## src/rtl/apb_slave_mem_pkg.sv

```systemverilog
// Shared types and constants for the APB completer memory.
package apb_slave_mem_pkg;

    typedef enum logic [1:0] {
        IDLE   = 2'd0,
        SETUP  = 2'd1,
        ACCESS = 2'd2
    } state_e;

    localparam int DEF_ADDR_WIDTH = 6;
    localparam int DEF_DATA_WIDTH = 32;
    localparam int WAIT_MAX       = 7;
    localparam int WAIT_CNT_W     = 3;

endpackage

```

## src/rtl/apb_slave_mem_array.sv

```systemverilog
// Word-organised storage: synchronous write, combinational read index, async clear.
module apb_slave_mem_array #(
    parameter int ADDR_WIDTH = 6,
    parameter int DATA_WIDTH = 32
) (
    input  logic                  pclk,
    input  logic                  presetn,
    input  logic                  we,
    input  logic [ADDR_WIDTH-1:0] waddr,
    input  logic [DATA_WIDTH-1:0] wdata,
    input  logic [ADDR_WIDTH-1:0] raddr,
    output logic [DATA_WIDTH-1:0] rdata
);

    localparam int DEPTH = 2 ** ADDR_WIDTH;

    logic [DATA_WIDTH-1:0] mem_q [DEPTH];

    // NOTE: every word is cleared on reset, so this array maps to flops rather
    // than a RAM macro; a RAM could not honour the asynchronous clear.
    always_ff @(posedge pclk or negedge presetn) begin
        if (!presetn) begin
            for (int i = 0; i < DEPTH; i++) begin
                mem_q[i] <= '0;
            end
        end else if (we) begin
            mem_q[waddr] <= wdata;
        end
    end

    assign rdata = mem_q[raddr];

endmodule

```

## src/rtl/apb_slave_mem.sv

```systemverilog
// APB completer memory with programmable wait states.
// Optional error response enabled by defining APB_SLAVE_MEM_PSLVERR_EN.
module apb_slave_mem
    import apb_slave_mem_pkg::*;
#(
    parameter int ADDR_WIDTH  = DEF_ADDR_WIDTH,
    parameter int DATA_WIDTH  = DEF_DATA_WIDTH,
    parameter int WAIT_STATES = 1
) (
    input  logic                  pclk,
    input  logic                  presetn,
    input  logic                  psel,
    input  logic                  penable,
    input  logic                  pwrite,
    input  logic [31:0]           paddr,
    input  logic [DATA_WIDTH-1:0] pwdata,
    output logic                  pready,
    output logic [DATA_WIDTH-1:0] prdata
`ifdef APB_SLAVE_MEM_PSLVERR_EN
    ,
    output logic                  pslverr
`endif
);

    localparam logic [WAIT_CNT_W-1:0] WAIT_LOAD = WAIT_CNT_W'(WAIT_STATES);

    state_e                  state_q, state_d;
    logic [WAIT_CNT_W-1:0]   cnt_q;
    logic [ADDR_WIDTH-1:0]   idx_q;
    logic                    write_q;
    logic                    err_q;
    logic [DATA_WIDTH-1:0]   prdata_q;

    logic [ADDR_WIDTH-1:0]   addr_idx;
    logic                    addr_err;
    logic                    mem_we;
    logic [DATA_WIDTH-1:0]   mem_rdata;

    assign addr_idx = paddr[ADDR_WIDTH+1:2];

`ifdef APB_SLAVE_MEM_PSLVERR_EN
    assign addr_err = (paddr[31:ADDR_WIDTH+2] != '0) || (paddr[1:0] != 2'b00);
    assign pslverr  = pready && err_q;
`else
    // Upper and byte-lane address bits are deliberately ignored: addresses alias.
    logic unused_addr_bits;
    assign unused_addr_bits = ^{paddr[31:ADDR_WIDTH+2], paddr[1:0]};
    assign addr_err         = 1'b0;
`endif

    // NOTE: next-state is defaulted to the current state before the case so that
    // no path through this block leaves it unassigned (which would infer a latch).
    always_comb begin
        state_d = state_q;
        case (state_q)
            IDLE: begin
                if (psel && !penable) state_d = SETUP;
            end
            SETUP: begin
                state_d = ACCESS;
            end
            ACCESS: begin
                if (cnt_q == '0) begin
                    state_d = (psel && !penable) ? SETUP : IDLE;
                end else if (!(psel && penable)) begin
                    state_d = IDLE;
                end
            end
            default: state_d = IDLE;
        endcase
    end

    assign pready = (state_q == ACCESS) && (cnt_q == '0);
    assign mem_we = pready && write_q && !err_q;
    assign prdata = prdata_q;

    // NOTE: all state here is updated with non-blocking assignments so every
    // register samples pre-edge values regardless of statement order.
    always_ff @(posedge pclk or negedge presetn) begin
        if (!presetn) begin
            state_q  <= IDLE;
            cnt_q    <= '0;
            idx_q    <= '0;
            write_q  <= 1'b0;
            err_q    <= 1'b0;
            prdata_q <= '0;
        end else begin
            state_q <= state_d;
            if (state_q == SETUP) begin
                idx_q   <= addr_idx;
                write_q <= pwrite;
                err_q   <= addr_err;
                cnt_q   <= WAIT_LOAD;
                if (!pwrite) prdata_q <= addr_err ? '0 : mem_rdata;
            end else if ((state_q == ACCESS) && (cnt_q != '0)) begin
                cnt_q <= cnt_q - WAIT_CNT_W'(1);
            end
        end
    end

    apb_slave_mem_array #(
        .ADDR_WIDTH (ADDR_WIDTH),
        .DATA_WIDTH (DATA_WIDTH)
    ) u_array (
        .pclk    (pclk),
        .presetn (presetn),
        .we      (mem_we),
        .waddr   (idx_q),
        .wdata   (pwdata),
        .raddr   (addr_idx),
        .rdata   (mem_rdata)
    );

endmodule

```

## config.mk

```make
export PLATFORM = sky130hd
export DESIGN_NAME = apb_slave_mem
export DESIGN_NICKNAME = d
export VERILOG_FILES = /design/src/rtl/apb_slave_mem_pkg.sv /design/src/rtl/apb_slave_mem_array.sv /design/src/rtl/apb_slave_mem.sv
export SDC_FILE = /design/constraint.sdc
export NUM_CORES = 2
export LEC_CHECK = 0
export ABC_AREA = 1
export CORE_MARGIN = 4
export CORE_UTILIZATION = 50
export CTS_CLUSTER_SIZE = 24
export DETAILED_ROUTE_END_ITERATION = 12
export PLACE_DENSITY = 0.66
export SETUP_SLACK_MARGIN = 0.02
export SYNTH_ARGS = -nofsm -noshare
export SYNTH_HDL_FRONTEND = slang
export SYNTH_HIERARCHICAL = 1
export SYNTH_SLANG_ARGS = --single-unit
```

## constraint.sdc

```tcl
create_clock -name pclk -period 3.1 [get_ports pclk]
set_clock_uncertainty 0.1 [all_clocks]
set_input_delay 0.62 -clock pclk [delete_from_list [all_inputs] [get_ports pclk]]
set_output_delay 0.62 -clock pclk [all_outputs]
set_load 0.01 [all_outputs]
```

==> run_results.csv <==
group,metric,value,unit
synth,synth_top_area_share,0.5582,
worst_setup_path,r2r-start,"cnt_q[0]",
sta,period_share,0.9435,
cts,cts_buffer_depth,3,
global_route,grt_overflow,0,
sta,final-hold-violation-count,0,
finish,drive_gt1_frac,0.06938,
sta,max_freq,0.3419,GHz
global_route,grt_max_degree,110,
synth,avgSynthCellArea,8.052,um2
floorplan,dieWidth,441.1,um
worst_setup_path,cp.required,3670,ps
worst_setup_path,endpoint,"u_array/mem_q[481]",
cts,cts_root_buf,"clkbuf_16",
sta,setup_slack,175.2,ps
finish,synthToLayoutAreaGrowth,11.79,%
cts,clk_latency,860,ps
detailed_routing,first_iter_violations,9465,
finish,num-fill-cells,16590,
placed_design,placed_cells,13500,
sta,setup_violations,0,
power_and_ir_drop,p_sw_frac,0.2789,
worst_setup_path,arrival,3500,ps
cts,clk_pin_slew,60,ps
synth,synth_largest_area_cell,"dfrtp_1",
floorplan,start_util,0.5042,
worst_setup_path,regToRegEndpoint,"u_array/mem_q[481]",
cts,cts_made_buffers,213,
placed_design,gp_congestion,0.9777,
floorplan,die_h,441.1,um
sta,slew_headroom,0.4156,
global_route,grt_first_pass_wirelength,462600,um
synth,synth.area.top_cells,"dfrtp_1 (56%), nand2_1 (18%), o21ai_0 (11%)",
global_route,antenna_found_initial,10,
synth,yosys_warnings,6,
worst_hold_path,hp-class,"input pin to asynchronous set/reset pin",
detailed_routing,final_antenna_net_count,0,
sta,drv_slew,0,
finish,layout.nets,11310,
worst_setup_path,worst_setup_path_end_kind,"register",
power_and_ir_drop,ir_worst_vdd,0.6079,mV
run,maxCapViolations,0,
detailed_routing,routed_wl,298100,um
sta,hold_ws,158.3,ps
outcome,status,"completed",
global_route,grt_usage,0.3071,
cts,cts_tree,"done",
worst_setup_path,critPathKind,"register to register",
power_and_ir_drop,p_comb_frac,0.147,
synth,synthCells,11650,
worst_setup_path,rrSetupSlack,180,ps
worst_setup_path,cp_max_fo,64,
sta,rsz0062_at_grt,"yes",
worst_setup_path,start_kind,"register",
floorplan,io_pins,102,
power_and_ir_drop,power_switching,19.75,mW
floorplan,num_rows,158,
sta,worst_pin_slew,876.6,ps
synth,ys_types,23,
detailed_routing,wl_per_cell,21.44,um
power_and_ir_drop,pwr-share-clk,0.372,
placed_design,dp_hpwl,164300,um
power_and_ir_drop,p_int,51.07,mW
detailed_routing,vias,80930,
detailed_routing,first_pass_iters,6,
synth,synth_area,0.09379,mm2
detailed_routing,vias_per_cell,5.821,
worst_setup_path,reg2reg_depth,12,
worst_setup_path,crit_path_start,"cnt_q[0]",
finish,fin_cells,13900,
sta,min_period,2925,ps
synth,seq_area_frac_synth,0.5582,
placed_design,place_ws,144.0,ps
cts,cts_sinks,2092,
floorplan,core,0.1860,mm2
power_and_ir_drop,pwr-share-seq,0.481,
power_and_ir_drop,power_density,675.6,mW/mm2
synth,ys_ff_latch,2092,
cts,cts.htree.levels,4,
synth,synthesis.nets,11720,
power_and_ir_drop,p_leak,54.30,nW
global_route,grt_pass1_vias,77260,
cts,post-cts-setup-buffers,0,
placed_design,numPortBuffers,75,
floorplan,dieArea,0.1946,mm2
detailed_routing,drc,0,
[worst max-delay path, stage by stage (launching register included)]
cell	delay, ps
dfrtp_1	380
inv_1	110
ha_1	160
nand2_1	80
inv_1	100
nand2_4	100
nor2_1	150
nand2_1	160
nor2_2	580
nand2_2	90
buf_4	380
nand2_1	170
o21ai_0	110
[layout by cell type (no fill, tap or decap), types with 3 or more instances in the layout]
| master | netlist | final |
|---|---|---|
| inv_2 | 5 | 34 |
| clkinv_4 | 0 | 3 |
| buf_8 | 0 | 3 |
| nand2_1 | 4427 | 4426 |
| clkbuf_1 | 765 | 60 |
| inv_8 | 0 | 3 |
| clkinv_2 | 0 | 29 |
| nor2_2 | 8 | 8 |
| bufinv_16 | 0 | 13 |
| o21ai_0 | 2051 | 2051 |
| buf_12 | 0 | 127 |
| buf_4 | 7 | 201 |
| clkbuf_16 | 0 | 220 |
| clkinvlp_4 | 0 | 6 |
| inv_1 | 16 | 14 |
| nand3_1 | 1904 | 1904 |
| clkbuf_8 | 0 | 58 |
| nand2_2 | 64 | 64 |
| dfrtp_1 | 2092 | 2092 |
| inv_6 | 0 | 6 |
| nor3_4 | 7 | 7 |
| clkdlybuf4s50_1 | 0 | 67 |
| diode_2 | 0 | 8 |
[cells by family (layout without fill, tap and decap cells)]
family / after synthesis / in the layout / share of synthesized area
and+or+nand+nor: 6415 / 6415 / 0.2853
DFF: 2092 / 2092 / 0.5582
AOI/OAI and AO/OA: 2053 / 2053 / 0.1096
buffers and inverters: 1085 / 852 / 0.04655
adders and majority gates: 2 / 2 / 0.0002668
xor gates and xnor gates: 1 / 1 / 0.00009340
other: 0 / 8 / 0
[cell type report]
type                    instances  area [um2]  area share
repair buffers                403        4830     0.04607
inverters                      53       227.7    0.002172
flip-flops and latches       2092       52350      0.4993
multi-input cells            8471       37080      0.3537
well taps                    2480        3103     0.02960
diodes                          8       20.02   0.0001910
clock buffers                 338        6529     0.06227
clock inverters                58       701.9    0.006695
[flip-flops by register name, indices dropped and copies added (netlist names)]
register and flops:
u_array/mem_q 2048, prdata 32, state_q 2, cnt_q 3
idx_q 6, write_q 1
[worst min path at each step]
stage | slack (ps) | start | to
after floorplan | 220 | presetn | cnt_q[0]
after global placement | 330 | presetn | u_array/mem_q[570]
after detailed placement | 330 | presetn | u_array/mem_q[570]
after CTS | 100 | presetn | u_array/mem_q[570]
after global routing | 130 | presetn | u_array/mem_q[570]
final | 160 | presetn | u_array/mem_q[570]
[cell usage after synthesis (all sizes together)]
library cell / n
nand2: 4492
a211oi: 1
a21oi: 1
nand3: 1904
inv: 21
nor2: 11
o21ai: 2051
ha: 2
buf: 267
clkinv: 32
nor3: 8
dfrtp: 2092
xnor2: 1
clkbuf: 765
[stage by stage]
step	power (mW)	cell area (um2)	TNS, ps	util
after floorplan	40.75	93790	0	-
after global placement	44.23	97570	0	0.5245
after detailed placement	44.78	97570	0	0.5245
after CTS	71.12	104800	0	0.5635
after global routing	74.39	104800	-25.12	0.5635
final	70.83	104800	0	0.5636
[power by group through the flow]
stage,clock [mW],sequential (mW),combinational (mW)
finish,26.4,34.1,10.4
floorplan,0,33.9,6.85
global placement,0,34.2,9.98
global route,27.8,34.6,12.0
CTS,26.7,34.0,10.4
detailed placement,0,34.5,10.3
[what timing repair did]
| action | 4_1_cts | 5_1_grt |
|---|---|---|
| setup endpoints to repair | 1 | 5 |
| hold endpoints to repair | 199 | 0 |
| hold buffers | 1 | 0 |
| resized for setup | 3 | 0 |
[routing by layer]
metal	vias up	global-route usage	wire length (um)	part of all wire
met5	-	0	15	0.000050
met4	2	0.1335	13770	0.046
met3	604	0.06592	27550	0.092
met2	3552	0.4679	130700	0.44
met1	39350	0.4258	126100	0.42
li1	37420	-	-	-
No activity file was read; power rests on OpenSTA's default activity.
